[src/rtl/pll_reset_sequencer.sv]
// pll_reset_sequencer: power-up sequencer for the SoC clock/reset generator.
// Enables per-domain PLLs one at a time, waits for a filtered lock on each,
// then releases the domain resets in index order. It watches lock while running.
// Optional feature macro: LOCK_LOSS_RECOVERY_EN. When it is defined, a lock loss
// restarts the whole sequence. When it is undefined, a lock loss raises a sticky fault.
module pll_reset_sequencer #(
  parameter int unsigned NUM_DOM       = 4,
  parameter int unsigned LOCK_TIMEOUT  = 4096,
  parameter int unsigned STABLE_CYCLES = 256,
  parameter int unsigned RST_GAP       = 16,
  parameter int unsigned CNT_W         = 16,
  localparam int unsigned IDX_W        = (NUM_DOM > 1) ? $clog2(NUM_DOM) : 1
) (
  input  logic               clk,
  input  logic               rst,
  input  logic               start,
  input  logic [NUM_DOM-1:0] pll_locked,
  output logic [NUM_DOM-1:0] pll_en,
  output logic [NUM_DOM-1:0] domain_rst,
  output logic               all_ready,
  output logic               fault,
  output logic [IDX_W-1:0]   fault_idx,
  output logic [2:0]         state_o
);

  typedef enum logic [2:0] {
    S_IDLE      = 3'd0,
    S_PLL_ON    = 3'd1,
    S_WAIT_LOCK = 3'd2,
    S_STABLE    = 3'd3,
    S_RELEASE   = 3'd4,
    S_RUN       = 3'd5,
    S_FAULT     = 3'd6
  } state_e;

  localparam logic [IDX_W-1:0] LAST_IDX     = IDX_W'(NUM_DOM - 1);
  localparam logic [CNT_W-1:0] TIMEOUT_LAST = CNT_W'(LOCK_TIMEOUT - 1);
  localparam logic [CNT_W-1:0] STABLE_LAST  = CNT_W'(STABLE_CYCLES - 1);
  localparam logic [CNT_W-1:0] GAP_LAST     = CNT_W'(RST_GAP - 1);

  state_e               state_q, state_d;
  logic [IDX_W-1:0]     idx_q, idx_d;
  logic [CNT_W-1:0]     cnt_q, cnt_d;
  logic [NUM_DOM-1:0]   pll_en_q, pll_en_d;
  logic [NUM_DOM-1:0]   domain_rst_q, domain_rst_d;
  logic                 all_ready_q, all_ready_d;
  logic                 fault_q, fault_d;
  logic [IDX_W-1:0]     fault_idx_q, fault_idx_d;
  logic [NUM_DOM-1:0]   lk_meta_q, lk_q;
  logic [NUM_DOM-1:0]   lost_vec;
  logic                 lock_lost;
  logic                 past_all;

  // Two-flop synchronizer for the asynchronous PLL lock inputs.
  always_ff @(posedge clk or posedge rst) begin
    if (rst) begin
      lk_meta_q <= '0;
      lk_q      <= '0;
    end else begin
      lk_meta_q <= pll_locked;
      lk_q      <= lk_meta_q;
    end
  end

  // Lock loss: an enabled domain already sequenced past (or any domain once releasing/running).
  always_comb begin
    lost_vec = '0;
    past_all = (state_q == S_RELEASE) || (state_q == S_RUN);
    for (int unsigned i = 0; i < NUM_DOM; i++) begin
      if (pll_en_q[i] && !lk_q[i] && (past_all || (IDX_W'(i) < idx_q))) begin
        lost_vec[i] = 1'b1;
      end
    end
    lock_lost = |lost_vec;
  end

`ifdef LOCK_LOSS_RECOVERY_EN
  // Recovery restarts from domain 0, so the lost index is not recorded.
`else
  logic [IDX_W-1:0] lost_idx;

  // Lowest lost domain index, reported as the fault source.
  always_comb begin
    lost_idx = '0;
    for (int i = int'(NUM_DOM) - 1; i >= 0; i--) begin
      if (lost_vec[i]) begin
        lost_idx = IDX_W'(i);
      end
    end
  end
`endif

  // Next-state and registered-output logic; priority start=0 > lock loss > timeout > advance.
  always_comb begin
    state_d      = state_q;
    idx_d        = idx_q;
    cnt_d        = cnt_q;
    pll_en_d     = pll_en_q;
    domain_rst_d = domain_rst_q;
    fault_d      = fault_q;
    fault_idx_d  = fault_idx_q;

    if (!start) begin
      if (state_q != S_IDLE) begin
        state_d      = S_IDLE;
        idx_d        = '0;
        cnt_d        = '0;
        pll_en_d     = '0;
        domain_rst_d = '1;
        fault_d      = 1'b0;
        fault_idx_d  = '0;
      end
    end else if (lock_lost) begin
`ifdef LOCK_LOSS_RECOVERY_EN
      state_d      = S_PLL_ON;
      idx_d        = '0;
      cnt_d        = '0;
      pll_en_d     = '0;
      domain_rst_d = '1;
`else
      state_d      = S_FAULT;
      idx_d        = '0;
      cnt_d        = '0;
      pll_en_d     = '0;
      domain_rst_d = '1;
      fault_d      = 1'b1;
      fault_idx_d  = lost_idx;
`endif
    end else begin
      unique case (state_q)
        S_IDLE: begin
          state_d      = S_PLL_ON;
          idx_d        = '0;
          cnt_d        = '0;
          pll_en_d     = '0;
          domain_rst_d = '1;
        end
        S_PLL_ON: begin
          pll_en_d[idx_q] = 1'b1;
          cnt_d           = '0;
          state_d         = S_WAIT_LOCK;
        end
        S_WAIT_LOCK: begin
          if (lk_q[idx_q]) begin
            state_d = S_STABLE;
            cnt_d   = '0;
          end else if (cnt_q == TIMEOUT_LAST) begin
            state_d      = S_FAULT;
            cnt_d        = '0;
            idx_d        = '0;
            pll_en_d     = '0;
            domain_rst_d = '1;
            fault_d      = 1'b1;
            fault_idx_d  = idx_q;
          end else begin
            cnt_d = cnt_q + CNT_W'(1);
          end
        end
        S_STABLE: begin
          if (!lk_q[idx_q]) begin
            state_d = S_WAIT_LOCK;
            cnt_d   = '0;
          end else if (cnt_q == STABLE_LAST) begin
            cnt_d = '0;
            if (idx_q == LAST_IDX) begin
              idx_d           = '0;
              state_d         = S_RELEASE;
              domain_rst_d[0] = 1'b0;
            end else begin
              idx_d   = idx_q + IDX_W'(1);
              state_d = S_PLL_ON;
            end
          end else begin
            cnt_d = cnt_q + CNT_W'(1);
          end
        end
        S_RELEASE: begin
          if (cnt_q == GAP_LAST) begin
            cnt_d = '0;
            if (idx_q == LAST_IDX) begin
              idx_d   = '0;
              state_d = S_RUN;
            end else begin
              idx_d               = idx_q + IDX_W'(1);
              domain_rst_d[idx_d] = 1'b0;
            end
          end else begin
            cnt_d = cnt_q + CNT_W'(1);
          end
        end
        S_RUN: begin
          pll_en_d     = '1;
          domain_rst_d = '0;
        end
        S_FAULT: begin
          pll_en_d     = '0;
          domain_rst_d = '1;
          fault_d      = 1'b1;
        end
        default: begin
          state_d      = S_IDLE;
          idx_d        = '0;
          cnt_d        = '0;
          pll_en_d     = '0;
          domain_rst_d = '1;
        end
      endcase
    end

    all_ready_d = (state_d == S_RUN);
  end

  // State and output registers.
  always_ff @(posedge clk or posedge rst) begin
    if (rst) begin
      state_q      <= S_IDLE;
      idx_q        <= '0;
      cnt_q        <= '0;
      pll_en_q     <= '0;
      domain_rst_q <= '1;
      all_ready_q  <= 1'b0;
      fault_q      <= 1'b0;
      fault_idx_q  <= '0;
    end else begin
      state_q      <= state_d;
      idx_q        <= idx_d;
      cnt_q        <= cnt_d;
      pll_en_q     <= pll_en_d;
      domain_rst_q <= domain_rst_d;
      all_ready_q  <= all_ready_d;
      fault_q      <= fault_d;
      fault_idx_q  <= fault_idx_d;
    end
  end

  assign pll_en     = pll_en_q;
  assign domain_rst = domain_rst_q;
  assign all_ready  = all_ready_q;
  assign fault      = fault_q;
  assign fault_idx  = fault_idx_q;
  assign state_o    = state_q;

endmodule

[config.mk]
export PLATFORM = sky130hd
export DESIGN_NAME = pll_reset_sequencer
export DESIGN_NICKNAME = d
export VERILOG_FILES = /design/src/rtl/pll_reset_sequencer.sv
export SDC_FILE = /design/constraint.sdc
export NUM_CORES = 1
export LEC_CHECK = 0
export ABC_AREA = 1
export CORE_AREA = 4 4 90 92
export CTS_CLUSTER_SIZE = 20
export DETAILED_ROUTE_END_ITERATION = 10
export DIE_AREA = 0 0 94 96
export GPL_TIMING_DRIVEN = 1
export SYNTH_ARGS = -nofsm -noshare
export SYNTH_HDL_FRONTEND = slang
export SYNTH_SLANG_ARGS = --single-unit
[constraint.sdc]
create_clock -name clk -period 2.04 [get_ports clk]
set_clock_uncertainty 0.05 [all_clocks]
set_input_delay 0.306 -clock clk [delete_from_list [all_inputs] [get_ports clk]]
set_output_delay 0.306 -clock clk [all_outputs]
set_load 0.01 [all_outputs]
---- Word-level counts from Yosys, hierarchy flattened ----
Cells that the tools add are included.
operators by class
  add/sub/neg operators ................... 2
  order comparisons ....................... 8
  eq/ne operators ......................... 27
  multiplexer cells ....................... 73
  bitwise operators ....................... 3
  reductions and logical operators ........ 34
operator list
  cell                   count
  $mux 16                8
  $pmux 16 s4            1
  $mux 4                 12
  $mux 2                 18
  $mux 3                 10
  $ne 4x4->1 const B     6
  $pmux 3 s6             1
  $add 16x1->16 const B  1
  $eq 16x12->1 const B   1
  $eq 16x4->1 const B    1
  $eq 16x8->1 const B    1
  $pmux 4 s4             1
  $mux 1                 15
  $eq 3x3->1 const B     4
  $ne 3x2->1 const B     4
  $pmux 3 s4             1
  $reduce_and 4->1       3
  $logic_and 1x1->1      10
  $reduce_and 9->1       1
  $pmux 2 s4             1
  $reduce_and 7->1       1
  $eq 3x2->1 const B     2
  $lt 2x3->1 const B     2
  $ne 3x1->1 const B     2
  other kinds (26)       40
storage, ports and cells
  bits in registers ....................... 41
  bits of input ports ..................... 7
  word-level logic and storage cells ...... 158

---- Longest topological paths before layout ----
  word-level depth ........................ 12
  gate-level depth with buffers ........... 12
  depth with buffers taken out ............ 12

---- Worst setup path before layout ----
OpenSTA, ideal clock, no wires.
  kind .................................... register to register
  start point ............................. reg cnt_q[0]
  end point ............................... reg pll_en_q[0], in the netlist pll_en[0]
  setup time .............................. 0.124 ns
  arrival time ............................ 1.617 ns
  data required time ...................... 1.866 ns
  slack ................................... 0.249 ns
  stages on the path, launching flop included .. 11
  path buffers ............................ 0
  period minus slack after synthesis ...... 1.791 ns
  cell sequence ........................... dfrtp_1 > ha_1 > nand2_1 > nor2_1 > nand2_1 > nor2_4 > nor2_2 > o21ai_4 > nand3_1 > nand2_1 > nand2_1
between the ends
  cells in the longest elaborated chain, start to end .. 3
RTL lines
  element                            line  RTL
  start: declaration                 43    logic [CNT_W-1:0] cnt_q, cnt_d;
  start signal: assignment           227   cnt_q <= cnt_d;
  $eq 16x12->1                       147   end else if (cnt_q == TIMEOUT_LAST) begin
  $ne 4x4->1 (no source line)        --
  $reduce_and 4->1 (no source line)  --
  end signal: assignment             228   pll_en_q <= pll_en_d;
  end: declaration                   44    logic [NUM_DOM-1:0] pll_en_q, pll_en_d;
No other way between the ends.
A chain may end at the register's enable or synchronous reset.

---- Worst setup path after layout ----
  start point ............................. reg cnt_q[0]
  end point ............................... reg idx_q[0]
between the ends
  cells in the longest elaborated chain, start to end .. 3
RTL lines
  element                                                    line  RTL
  $eq 16x8->1 (tied with other cells)                        163   end else if (cnt_q == STABLE_LAST) begin
  $ne 4x4->1 (no source line) or $ne 4x3->1 (tied branches)  --
  $reduce_and 7->1 (no source line) *                        --
  end signal: assignment                                     226   idx_q <= idx_d;
  end: declaration                                           42    logic [IDX_W-1:0] idx_q, idx_d;
Mark *: on every way between the ends. The rest lies on a longest branch, timed or not.

==> impl_metrics.env <==
export IMPL_via_count=3051
export IMPL_cts_tree="yes"
export IMPL_firstDrtPassIters=5
export IMPL_wl_met1_um=3560
export IMPL_report_final_slew_viol_count=0
export IMPL_grt_first_pass_wirelength_um=13800
export IMPL_track_usage=0.194
export IMPL_crit_type="reg2reg"
export IMPL_drive_above_1_share=0.184
export IMPL_syn_area_um2=3040
export IMPL_cp_arrival_ns=2.12
export IMPL_post_route_drc_count=0
export IMPL_clk_pin_slew_ns=0.09
export IMPL_pin_count=22
export IMPL_fin_util=0.516
export IMPL_setup_violations=0
export IMPL_relSlewSlack=0.730
export IMPL_yosysSeqAreaShare=0.339
export IMPL_dp_cells=572
export IMPL_dp_hpwl_um=6130
export IMPL_fillers=747
export IMPL_core_um2=7210
export IMPL_die_w_um=94
export IMPL_finalCritPeriodShare=0.943
export IMPL_ys_warn_count=0
export IMPL_wl_per_cell_um=13.8
export IMPL_clk_latency_ns=0.30
export IMPL_synth_enable_flop_cells=0
export IMPL_cts_made_buffers=5
export IMPL_synth_ff_latch_count=41
export IMPL_area_growth_pct=22.5
export IMPL_synth_async_reset_ratio=1.00
export IMPL_rows=31
export IMPL_met3_length_um=346
export IMPL_avgViaCountPerCell=5.19
export IMPL_p_per_area_nw_per_um2=756
export IMPL_synth_top_area_share=0.305
export IMPL_syn_num_nets=451
export IMPL_startpoint_type="flop"
export IMPL_yosys_cell_count_top_type="nand2_1"
export IMPL_required_ns=2.24
export IMPL_top_layer_used="met4"
export IMPL_final_hold_viol_count=0
export IMPL_diodes=0
export IMPL_hold_path_class="in2async"
export IMPL_yosysTopAreaCell="dfrtp_1"
export IMPL_nets=503
export IMPL_drv_cap=0
export IMPL_dieArea_um2=9020
export IMPL_r2r_setup_slack_ns=0.12
export IMPL_synth_area_leaders="dfrtp_1 30%, nand2_1 14%, nand3_1 12%"
export IMPL_cts_buffer_depth=2
export IMPL_grt_remaining_overflow=0
export IMPL_tightest_slew_ns=0.404
export IMPL_start_util=0.421
export IMPL_ant_nets=0
export IMPL_drt_initial_drc_count=110
export IMPL_cellLeakagePower_uw=0.00189
export IMPL_h_tree_depth=2
export IMPL_max_freq_mhz=520
export IMPL_synth_distinct_cells=36
export IMPL_final_cells=588
export IMPL_grt_pass1_vias=2986
export IMPL_clkSinkCount=41
export IMPL_place_congestion=0.907
export IMPL_clock_root_buffer="clkbuf_8"
export IMPL_fin_crit_ns=1.92
export IMPL_wirelength_um=8130
export IMPL_syn_area_per_cell_um2=6.97
export IMPL_met2_length_um=4060
export IMPL_ir_drop_mv=0.399
export IMPL_cp_end_kind="flop"
export IMPL_status="completed"
export IMPL_grt_max_degree=42
export IMPL_io_buffers=21
export IMPL_antenna_found_initial=0
export IMPL_crit_fanout=6
export IMPL_die_height_um=96
export IMPL_synth_ff_type="dfrtp_1"
export IMPL_synth_common_cells="117 x nand2_1, 75 x nand3_1, 44 x inv_1"
export IMPL_synthCells=436
cells by family (layout without fill, tap and decap cells):
group	count (synthesis)	in the layout	share of synthesized area
simple gates	288	288	0.452
compound gates	30	30	0.0741
buf+inv	63	116	0.0848
flops	41	41	0.339
xor+xnor	6	6	0.0173
fa+ha+maj	8	8	0.0329
stage by stage:
| step | TNS [ns] | area [um2] | hold slack (ns) | worst slack (ns) | power (uW) |
|---|---|---|---|---|---|
| finish | 0 | 3720 | 0.276 | 0.117 | 2820 |
| global route | -0.0769 | 3720 | 0.304 | -0.0280 | 3010 |
| CTS | 0 | 3620 | 0.284 | 0.00132 | 2750 |
| detailed placement | -0.121 | 3530 | 0.288 | -0.0609 | 2170 |
| global placement | -0.105 | 3530 | 0.282 | -0.0538 | 2170 |
| floorplan | 0 | 3040 | 0.281 | 0.249 | 1730 |
what timing repair did:
item,in CTS,in global routing
resized for setup,2,11
cloned,0,0
hold buffers,0,0
pin swaps,0,5
endpoints found under the hold margin,0,0
setup endpoints to repair,2,28
buffers inserted,0,8
cell type report:
type                       count  area, um2  area share
timing repair buffer          56        498       0.134
tap                           99        124      0.0333
clock inverter                 3       21.3     0.00571
sequential                    41       1030       0.277
inverter                      52        198      0.0531
multi-input combinational    332       1780       0.479
clock buffer                   5       68.8      0.0185
final timing paths:
path,startpoint,endpoint,cells past startpoint
max,cnt_q[0],idx_q[0],12
min,rst,lk_q[0],3
max reg2reg,cnt_q[0],idx_q[0],12
min reg2reg,lk_meta_q[3],lk_q[3],0
max in group asynchronous,rst,domain_rst[0],3
min in group clk,lk_meta_q[3],lk_q[3],0
worst max-delay path, cell delays in order, from the launching register on:
cell	delay (ns)
dfrtp_1	0.38
ha_2	0.22
nand2_1	0.07
nor2_2	0.16
nand2_2	0.12
inv_2	0.10
nand2_4	0.08
nand2_2	0.07
inv_1	0.07
o21ai_2	0.22
buf_4	0.14
nand4_1	0.10
nand2_1	0.09
report_power, final:
part	internal, uW	switching (uW)	leakage [uW]	total, uW
clock	243	320	0.0000445	563
combinational	514	716	0.00131	1230
sequential	933	90.9	0.000535	1020
total	1690	1130	0.00189	2820
state kept, by name, indices dropped and copies added (netlist names):
name and cells:
all_ready 1, domain_rst 4, pll_en 4, cnt_q 16
fault_idx 2, state_o 3, lk_q 4, lk_meta_q 4
fault 1, idx_q 2
cells in the final DEF (no fill, tap or decap), types with 3 or more instances in the layout:
master	synthesis	routed
nand2_2	4	6
o211ai_1	3	3
nor2_1	43	40
nand3_1	75	74
buf_4	2	33
nor3_1	3	3
dfstp_2	4	4
ha_1	8	7
nor2_2	7	10
dfrtp_1	37	37
nand2_1	117	114
nor2_4	3	3
nand2_4	3	4
inv_1	44	42
nand3b_1	4	4
nand3_2	2	3
xor2_1	5	5
a21oi_1	3	3
o21ai_1	7	6
o31ai_1	4	4
nand4_1	25	25
clkbuf_8	0	5
clkdlybuf4s50_1	0	21
inv_2	6	7
o21ai_0	6	6
routing by layer:
layer  GRT usage  vias to the layer above
met5           0                        -
met4      0.0626                        0
met3      0.0297                       14
met2       0.336                       75
met1       0.248                     1420
li1            -                     1542
No activity file was read; power rests on OpenSTA's default activity.
